**src/rtl/syscall_responder.sv**
```systemverilog
// Services a retired syscall at WB: print latches a0 and holds the pipeline for a fixed
// time, halt freezes it until a synchronised resume press, and other codes retire silently.
`timescale 1ns/1ps

module syscall_responder #(
  parameter int unsigned HOLD_CYCLES = 4,
  parameter int unsigned CNT_W       = 16,
  parameter int unsigned CODE_PRINT  = 34,
  parameter int unsigned CODE_HALT   = 10
) (
  input  logic             clk,
  input  logic             rst_n,
  input  logic             req,
  input  logic [31:0]      v0,
  input  logic [31:0]      a0,
  input  logic             go,
  output logic             stall,
  output logic             halted,
  output logic [31:0]      disp_data,
  output logic             disp_valid,
  output logic [CNT_W-1:0] sys_cnt,
  output logic             err
);

  localparam int unsigned HOLD_W = (HOLD_CYCLES > 1) ? $clog2(HOLD_CYCLES) : 1;
  localparam logic [HOLD_W-1:0] HOLD_INIT = HOLD_W'(HOLD_CYCLES - 1);
  localparam logic [31:0] PRINT_CODE = 32'(CODE_PRINT);
  localparam logic [31:0] HALT_CODE  = 32'(CODE_HALT);

  typedef enum logic [1:0] {
    ST_IDLE  = 2'd0,
    ST_PRINT = 2'd1,
    ST_HALT  = 2'd2
  } state_e;

  state_e            state_q, state_d;
  logic [HOLD_W-1:0] hold_cnt_q, hold_cnt_d;
  logic [31:0]       disp_data_q, disp_data_d;
  logic              disp_valid_q, disp_valid_d;
  logic [CNT_W-1:0]  sys_cnt_q, sys_cnt_d;
  logic              err_q, err_d;
  logic              go_s1_q, go_s1_d;
  logic              go_s2_q, go_s2_d;
  logic              go_prev_q, go_prev_d;
  logic              go_rise;
  logic              is_print;
  logic              is_halt;

  // The resume button is asynchronous: two flops for metastability, a third for edge detect.
  always_comb begin
    go_s1_d   = go;
    go_s2_d   = go_s1_q;
    go_prev_d = go_s2_q;
  end

  assign go_rise  = go_s2_q & ~go_prev_q;
  assign is_print = (v0 == PRINT_CODE);
  assign is_halt  = (v0 == HALT_CODE);

  always_ff @(posedge clk or negedge rst_n) begin
    if (!rst_n) begin
      go_s1_q   <= 1'b0;
      go_s2_q   <= 1'b0;
      go_prev_q <= 1'b0;
    end else begin
      go_s1_q   <= go_s1_d;
      go_s2_q   <= go_s2_d;
      go_prev_q <= go_prev_d;
    end
  end

  always_comb begin
    state_d      = state_q;
    hold_cnt_d   = hold_cnt_q;
    disp_data_d  = disp_data_q;
    disp_valid_d = 1'b0;
    sys_cnt_d    = sys_cnt_q;
    err_d        = err_q;

    // A request while busy means the pipeline ignored stall; drop it but remember.
    if (req && (state_q != ST_IDLE)) begin
      err_d = 1'b1;
    end

    case (state_q)
      ST_IDLE: begin
        if (req) begin
          sys_cnt_d = sys_cnt_q + CNT_W'(1);
          if (is_print) begin
            disp_data_d  = a0;
            disp_valid_d = 1'b1;
            hold_cnt_d   = HOLD_INIT;
            state_d      = ST_PRINT;
          end else if (is_halt) begin
            state_d = ST_HALT;
          end
        end
      end
      ST_PRINT: begin
        if (hold_cnt_q == '0) begin
          state_d = ST_IDLE;
        end else begin
          hold_cnt_d = hold_cnt_q - HOLD_W'(1);
        end
      end
      ST_HALT: begin
        if (go_rise) begin
          state_d = ST_IDLE;
        end
      end
      default: begin
        state_d = ST_IDLE;
      end
    endcase
  end

  always_ff @(posedge clk or negedge rst_n) begin
    if (!rst_n) begin
      state_q      <= ST_IDLE;
      hold_cnt_q   <= '0;
      disp_data_q  <= '0;
      disp_valid_q <= 1'b0;
      sys_cnt_q    <= '0;
      err_q        <= 1'b0;
    end else begin
      state_q      <= state_d;
      hold_cnt_q   <= hold_cnt_d;
      disp_data_q  <= disp_data_d;
      disp_valid_q <= disp_valid_d;
      sys_cnt_q    <= sys_cnt_d;
      err_q        <= err_d;
    end
  end

  // Stall in the accept cycle too, so the instruction behind the syscall never advances.
  assign stall = rst_n & ((state_q != ST_IDLE) | (req & (is_print | is_halt)));

  assign halted     = (state_q == ST_HALT);
  assign disp_data  = disp_data_q;
  assign disp_valid = disp_valid_q;
  assign sys_cnt    = sys_cnt_q;
  assign err        = err_q;

endmodule
```
**config.mk**
```make
export PLATFORM = sky130hd
export DESIGN_NAME = syscall_responder
export DESIGN_NICKNAME = d
export VERILOG_FILES = /design/src/rtl/syscall_responder.sv
export SDC_FILE = /design/constraint.sdc
export NUM_CORES = 1
export LEC_CHECK = 0
export CAP_MARGIN = 20
export CORE_ASPECT_RATIO = 1.4
export CORE_MARGIN = 3
export CORE_UTILIZATION = 40
export CTS_BUF_LIST = sky130_fd_sc_hd__clkbuf_8
export DETAILED_ROUTE_END_ITERATION = 8
export PLACE_DENSITY = 0.81
export SLEW_MARGIN = 40
export SYNTH_ARGS = -nofsm -noshare
export SYNTH_HDL_FRONTEND = slang
export SYNTH_SLANG_ARGS = --single-unit
```
**constraint.sdc**
```tcl
create_clock -name clk -period 2.14 [get_ports clk]
set_input_delay 0.321 -clock clk [delete_from_list [all_inputs] [get_ports clk]]
set_output_delay 0.321 -clock clk [all_outputs]
set_load 0.01 [all_outputs]
```
==> impl_results.md, run 1 <==
- Core area: 5610 um2
- DR vias: around 1900
- Worst setup path category: input pin to register
- R2R depth: 6
- FF-to-FF End: disp_data[28]
- Clock sink count: 57
- F_max: around 480 MHz
- Worst Hold Class: input pin to asynchronous set/reset pin
- Post-Syn Area: roughly 2300 um2
- Async SR Flop Fraction: 1.00
- Final Setup Violations: 0
- Overall global routing resource usage: 0.169
- Seq pwr share: 0.456
- Final HPWL DP: slightly above 4000 um
- First-pass GRT wire length: 9020 um
- DRT iter0 DRCs: 26
- Drt first pass iters: 4
- CTS tree: built
- Worst VDD drop: 0.450 mV
- Synth Register Bits: 57
- Chip width: around 71 um
- Storage cell area: 1430 um2
- Post-synth net total: 242
- Fin util: 0.712
- Setup TNS Final: 0 ns
- Final WL: 5850 um
- Slew Viols, Final: 0
- Yosys cell types: 29
- CTS Root Cell: clkbuf_8
- GPL Wtd Cong: 0.683
- Most frequent cell after synthesis: dfrtp_1
- Multi-input gate area: approximately 890 um2
- Synth area leaders: dfrtp_1, mux2_2, xor2_1, xnor2_1, nor4_1
- Worst reg-to-reg setup slack: 0.47 ns
- Crit end category: register
- Post-synthesis sequential area ratio: 0.609
- Int Pwr: about 2.0 mW
- Critical path data required time: roughly 2.4 ns
- Mean post-synth cell area: 13.6 um2
- Post-synth EDFFs: 0
- Antenna viol nets, final: 0
- Switching power: 0.649 mW
- Number of top-level pins: 120
- Max-slew headroom: 0.528
- Clk pin slew, worst setup/hold paths: around 0.07 ns
- Status: complete, no violations
- Total global routing overflow: 0
- Site Rows: 32
- Count of maximum capacitance violations: 0
- Area leader, netlist: dfrtp_1
- Die area: 6830 um2
- Nets: 384
- Worst Path Arrival: around 2.3 ns
- Largest net degree at the start of global routing: 58
- Clk_lat worst skew: between 0.3 and 0.4 ns
- Most frequent cells after synthesis: dfrtp_1, mux2_2, xor2_1, nor4_1, nand2_1
- Post-Synthesis Cells: 172
- FILL cells: 444
- Final hold vios: 0
- Die Ht: 96.6 um
- Post-route DRC: 0
- Clock buffer count from CTS: 9
- PD cells: 672 nW/um2
- Share of cells above drive strength 1: 0.223
- Final Cycle Share: 0.973
- Crit path launch type: input pin
- Area grow syn2layout: 70.2%
- Port bufs: 119
- CTS Buffer Depth: 2
- Net Sw Frac: 0.242
- H-tree Lvls: 3
- Number of global-route vias before repair: slightly above 2000
- Worst Max-Slew Pin Slew: 0.709 ns
- Predominant post-synthesis flop cell: dfrtp_1
- Initial core utilization: 0.418
- Clock period minus worst slack: 2.08 ns
- Reg-to-Reg Start: state_q[1]
- Diodes inserted: 0
- DR WL/cell: approximately 15 um
- Clock skew: 0.0103 ns
- Fin Hold WS: ~0.16 ns
- Vias per std cell: 4.85
- Worst-path fanout max: 8
- Top-area cell type share of the netlist area: 0.609
- YS warnings: 0
- Clock power share: 0.379
- Power share of the combinational group: 0.165
- Total power: 2.68 mW
- Initial antenna violation count: 0
- Leak: 1.83 nW
[worst max path at each step]
stage / depth (start not counted) / from / end
6_report: 8 / v0[23] / disp_data[28]
5_1_grt: 8 / v0[17] / disp_data[29]
2_1_floorplan: 5 / state_q[1] / disp_data[10]
3_5_place_dp: 6 / v0[2] / stall
3_3_place_gp: 6 / v0[2] / stall
4_1_cts: 6 / v0[18] / stall
[repair_timing]
item	CTS	global route
setup endpoints to repair	1	32
resized for setup	3	5
pin swaps	2	7
hold buffers	0	0
setup buffers	0	1
cloned	0	3
[through the flow]
step	setup WS, ns	area (um2)	std cells
3_3_place_gp	-0.263	3680	367
4_1_cts	0.0162	3890	383
2_1_floorplan	0.250	2340	172
3_5_place_dp	-0.350	3680	367
5_1_grt	-0.00855	3990	387
6_report	0.0573	3990	387
[area by class of cell]
| cell class | count | area share |
|---|---|---|
| flip-flops and latches | 57 | 0.358 |
| inverters | 6 | 0.00565 |
| repair buffers | 134 | 0.340 |
| well taps | 68 | 0.0213 |
| clock buffers | 11 | 0.0380 |
| clock inverters | 5 | 0.0138 |
| multi-input cells | 106 | 0.223 |
[worst max-delay path, cell delays in order]
cell and delay (ns):
clkdlybuf4s50_1 0.44, nor4_2 0.33, nand4_1 0.18, buf_4 0.19, nor3_4 0.19, buf_12 0.15, clkbuf_16 0.15, mux2_2 0.33
[layout by cell type (no fill, tap or decap), drive strengths merged, types with 6 or more instances in the layout]
cell / instances
buf: 14
clkbuf: 14
clkdlybuf4s50: 117
dfrtp: 57
inv: 7
mux2: 33
nand2: 8
nor3: 7
nor4: 8
xnor2: 6
xor2: 9
[power groups by stage]
stage / logic [mW] / clock network (mW) / registers [mW]
finish: 0.441 / 1.02 / 1.22
global route: 0.480 / 1.10 / 1.24
CTS: 0.446 / 1.05 / 1.23
detailed placement: 0.441 / 0 / 1.25
global placement: 0.430 / 0 / 1.24
floorplan: 0.110 / 0 / 1.26
[layer usage]
metal / vias to the layer above / share of wire / GRT usage
met5: - / 0 / 0
met4: 0 / 0.017 / 0.0705
met3: 11 / 0.085 / 0.0735
met2: 79 / 0.54 / 0.288
met1: 898 / 0.35 / 0.185
li1: 890 / - / -
[flip-flops by register name, summed over array words and instances, names as in the netlist]
signal      cells
err             1
go_prev_d       1
sys_cnt        16
go_prev_q       1
disp_data      32
disp_valid      1
go_s1_q         1
state_q         2
hold_cnt_q      2
[cell families after synthesis]
family | Yosys count | synth area share
AO/OA/AOI/OAI | 6 | 0.0182
flip-flops | 57 | 0.609
multiplexers | 33 | 0.159
AND/OR/NAND/NOR | 50 | 0.124
adder cells (fa/ha/maj) | 2 | 0.0107
buffers and inverters | 9 | 0.0240
XOR/XNOR | 15 | 0.0561
No activity file was read; power rests on OpenSTA's default activity.
==> run 2: changes to the inputs <==
- CORE_UTILIZATION: 40 -> 41
- PLACE_DENSITY: 0.81 -> 0.82
==> run 2 against run 1 <==
Against the previous run: critical path type unchanged; sequential power about the same; worst hold slack improved by 0.0078 ns; utilization is 4.0 points higher; first-iteration DRC count rose to 2.7 times the previous value; maximum frequency is 2.2% higher; worst setup slack improved by 0.046 ns; count of clock-buffer cells in the layout is the same; clock skew down 0.0060 ns.
==> impl_results.md, run 2 (synthesized netlist as in run 1, its figures left out) <==
- Status: complete, no violations
- Crit path launch type: input pin
- Post-route DRC: 0
- Worst-path fanout max: 4
- Final Setup Violations: 0
- Die Ht: 95.5 um
- Crit path from: v0[25]
- Slew Viols, Final: 0
- Worst Max-Slew Pin Slew: 0.707 ns
- Crit-path slowest cell: clkdlybuf4s50_1
- Non-Filler Instances: ~380
- Worst Hold Class: input pin to asynchronous set/reset pin
- Storage cell area: around 1400 um2
- DRT iter0 DRCs: 69
- Clock period minus worst slack: 2.04 ns
- Port bufs: 119
- Initial core utilization: 0.438
- DR vias: 1867
- Slowest Stage Delay on Critical Path: 0.41 ns
- Die area: roughly 6700 um2
- Antenna viol nets, final: 0
- CTS tree: built
- Multi-input gate area: between 900 and 1000 um2
- First-pass GRT wire length: 9560 um
- PD cells: 657 nW/um2
- Clock sink count: 57
- Leak: roughly 1.9 nW
- Number of top-level pins: 120
- Reg-to-Reg Start: state_q[1]
- H-tree Lvls: 3
- Clk_lat worst skew: 0.31 ns
- Nets: approximately 380
- Count of maximum capacitance violations: 0
- Worst setup path category: input pin to register
- F_max: just under 500 MHz
- Core area: approximately 5400 um2
- Clock buffer count from CTS: 9
- Final HPWL DP: about 4200 um
- Max-slew headroom: 0.529
- Crit end category: register
- Diodes inserted: 0
- Area grow syn2layout: 71.7%
- Clk pin slew, worst setup/hold paths: 0.06 ns
- Dpl cells: 364
- Design Area, Final: 4020 um2
- Fin util: 0.752
- DR WL/cell: 15.8 um
- Largest delay share family, worst path: buffers and inverters
- Total global routing overflow: 0
- Setup TNS Final: 0 ns
- Clock skew: 0.00424 ns
- Final hold vios: 0
- Vias per std cell: 4.87
- Worst VDD drop: 0.557 mV
- CTS Buffer Depth: 2
- Site Rows: 31
- Final WL: 6060 um
- Critical path data required time: 2.34 ns
- Initial antenna violation count: 0
- Most common cell after layout, fill and taps aside: clkdlybuf4s50_1
- Max reg flops: 32
- Fin Hold WS: 0.168 ns
- Critical-path cell list: clkdlybuf4s50_1 > nor4_2 > nand4_1 > buf_4 > nor3_4 > buf_6 > clkbuf_16 > mux2_2
- Overall global routing resource usage: 0.183
- Worst Path Buf+Inv: 4
- Chip width: 69.9 um
- Worst Path Arrival: 2.24 ns
- Drt first pass iters: 4
- Placed Area: 3670 um2
- CTS Root Cell: clkbuf_8
- RSZ-0062 raised after global routing: no
- FILL cells: 385
- Largest net degree at the start of global routing: 58
- Final Cycle Share: 0.952
- Number of global-route vias before repair: 2086
- Hold buffers post-CTS: 0
- GPL Wtd Cong: approximately 0.7
- Most frequent cells in the layout: clkdlybuf4s50_1, dfrtp_1, mux2_2, clkbuf_8
- Share of cells above drive strength 1: 0.224
## run 2: cell types whose count changed in the layout (fill, tap and decap cells not counted), moves of 7 or more
cell / previous run / this run
clkdlybuf4s50_1: 117 / 109
dlymetal6s2s_1: 0 / 8
mux2_4: 0 / 8
mux2_2: 29 / 22
## run 2: final timing paths
check,to,slack (ns),cells past startpoint
setup / recovery,disp_data[26],0.10,8
hold / removal,sys_cnt[2],0.17,2
setup reg to reg,disp_data[26],0.42,6
hold reg to reg,go_prev_d,0.35,0
max in group asynchronous,disp_data[13],1.50,2
min in group clk,go_prev_d,0.35,0
## run 2: power by group
group / leakage [nW] / internal, mW / total (mW) / switching, mW
registers: 0.762 / 1.15 / 1.22 / 0.0750
logic: 1.03 / 0.289 / 0.445 / 0.156
clock network: 0.106 / 0.586 / 0.978 / 0.392
## run 2: area by class of cell
type | instances | area share
timing repair buffer | 133 | 0.338
sequential | 57 | 0.354
tap | 66 | 0.0205
clock inverter | 4 | 0.0109
inverter | 6 | 0.00560
clock buffer | 11 | 0.0376
multi-input combinational | 106 | 0.233
## run 2: stage by stage
| step | worst slack (ns) | total power, mW |
|---|---|---|
| 4_1_cts | 0.00521 | 2.67 |
| 6_report | 0.103 | 2.64 |
| 3_5_place_dp | -0.310 | 1.68 |
| 2_1_floorplan | 0.250 | 1.37 |
| 3_3_place_gp | -0.257 | 1.67 |
| 5_1_grt | 0.0182 | 2.76 |
## run 2: per-layer routing
metal  vias to the layer above  routed length [um]  track usage  part of all wire
met4                         0                  93       0.0607             0.015
met1                       899                2220        0.205              0.37
met5                         -                   0            0                 0
met2                        77                3240        0.315              0.54
li1                        881                   -            -                 -
met3                        10                 500       0.0781             0.083
## run 2: timing repair
action                                  in CTS  in global routing
buffers inserted                             3                  0
endpoints found under the setup margin       1                 33
resized for setup                            6                 23
pin swaps                                    6                  7
gates cloned                                 1                  2
==> run 3: changes to the inputs <==
- CAP_MARGIN: 20 -> not set
- TNS_END_PERCENT: not set -> 10
==> run 3 against run 2 <==
Against the previous run: critical path type unchanged; non-clock buffer count unchanged; clock power is essentially flat; clock skew hardly changed; critical path depth did not move; maximum frequency is essentially flat; via count stayed put; highest routed layer unchanged.
==> impl_results.md, run 3 (synthesized netlist as in run 1, its figures left out) <==
- Number of top-level pins: 120
- Worst VDD drop: roughly 0.56 mV
- Clock buffer count from CTS: 9
- GPL Wtd Cong: 0.700
- Crit path launch type: input pin
- Clk pin slew, worst setup/hold paths: 0.06 ns
- Worst setup path category: input pin to register
- Fin Hold WS: 0.168 ns
- First-pass GRT wire length: between 9000 and 10000 um
- Place WS: -0.310 ns
- Max reg flops: 32
- DRT iter0 DRCs: 63
- Clock sink count: 57
- Worst reg-to-reg setup slack: between 0.4 and 0.5 ns
- Vias per std cell: 4.87
- Initial core utilization: 0.438
- PD cells: 656 nW/um2
- Final hold vios: 0
- FF-to-FF End: disp_data[26]
- Most frequent cells in the layout: clkdlybuf4s50_1, dfrtp_1, mux2_2, clkbuf_8
- Dpl cells: 364
- Overall global routing resource usage: 0.183
- CTS Buffer Depth: 2
- Diodes inserted: 0
- Setup TNS Final: 0 ns
- Worst Max-Slew Pin Slew: 0.707 ns
- Final worst slack: 0.103 ns
- Status: complete, no violations
- CTS Root Cell: clkbuf_8
- Worst Hold Class: input pin to asynchronous set/reset pin
- Drt first pass iters: 4
- Placed Area: 3670 um2
- Clk_lat worst skew: 0.31 ns
- Non-Filler Instances: 383
- Die Ht: 95.5 um
- Worst Path Arrival: 2.24 ns
- Chip width: ~70 um
- Final Setup Violations: 0
- Critical path data required time: about 2.3 ns
- Number of global-route vias before repair: 2086
- Worst-path fanout max: 4
- Post-route DRC: 0
- Final WL: 6050 um
- Clock skew: a little over 0.004 ns
- Total power: 2.64 mW
- DR vias: around 1900
- Fin util: 0.752
- Crit end category: register
- Site Rows: 31
- CTS tree: built
- Port bufs: 119
- Largest net degree at the start of global routing: 58
- Antenna viol nets, final: 0
- RSZ-0062 raised after global routing: yes
- Most common cell after layout, fill and taps aside: clkdlybuf4s50_1
- Max-slew headroom: 0.529
- Core area: approximately 5400 um2
- DR WL/cell: 15.8 um
- Area grow syn2layout: 71.9%
- Leak: 1.91 nW
- Slew Viols, Final: 0
- Hold buffers post-CTS: 0
- Count of maximum capacitance violations: 0
- F_max: just under 500 MHz
- Total global routing overflow: 0
- Design Area, Final: 4030 um2
- Die area: 6670 um2
- H-tree Lvls: 3
- Final Cycle Share: 0.952
- R2R depth: 6
- Nets: around 380
- Initial antenna violation count: 0
- Reg-to-Reg Start: state_q[1]
- Share of cells above drive strength 1: 0.221
- Final HPWL DP: about 4200 um
- Clock period minus worst slack: approximately 2.0 ns
## run 3: worst max-delay path by stage
stage / start / end / cells after the start
3_3_place_gp: v0[13] / stall / 6
4_1_cts: v0[14] / disp_data[25] / 9
5_1_grt: v0[29] / stall / 6
2_1_floorplan: state_q[1] / disp_data[10] / 5
3_5_place_dp: v0[2] / stall / 6
6_report: v0[25] / disp_data[26] / 8
## run 3: timing repair
action,in CTS,in global routing
pin swaps,6,6
gates cloned,1,2
setup buffers,3,0
gates resized for setup,6,21
setup endpoints to repair,1,33
## run 3: layout make-up
cell class	count	area, um2
repair buffers	133	1370
flip-flops and latches	57	1430
multi-input cells	106	936
well taps	66	82.6
clock inverters	4	43.8
inverters	6	22.5
fillers	385	1330
clock buffers	11	151
## run 3: critical path, stage by stage
cell,delay (ns)
clkdlybuf4s50_1,0.41
nor4_2,0.28
nand4_1,0.16
buf_4,0.18
nor3_4,0.22
buf_6,0.17
clkbuf_16,0.14
mux2_2,0.33
## run 3: routing by layer
metal	vias to the layer above	wire length (um)	track usage
met5	-	0	0
met4	0	109	0.0607
met3	12	502	0.0781
met2	78	3220	0.315
met1	896	2220	0.205
li1	881	-	-
## run 3: power breakdown
part / internal, mW / total, mW / leakage, nW / switching (mW)
sequential: 1.15 / 1.22 / 0.762 / 0.0750
clock: 0.586 / 0.978 / 0.106 / 0.392
combinational: 0.289 / 0.445 / 1.04 / 0.156
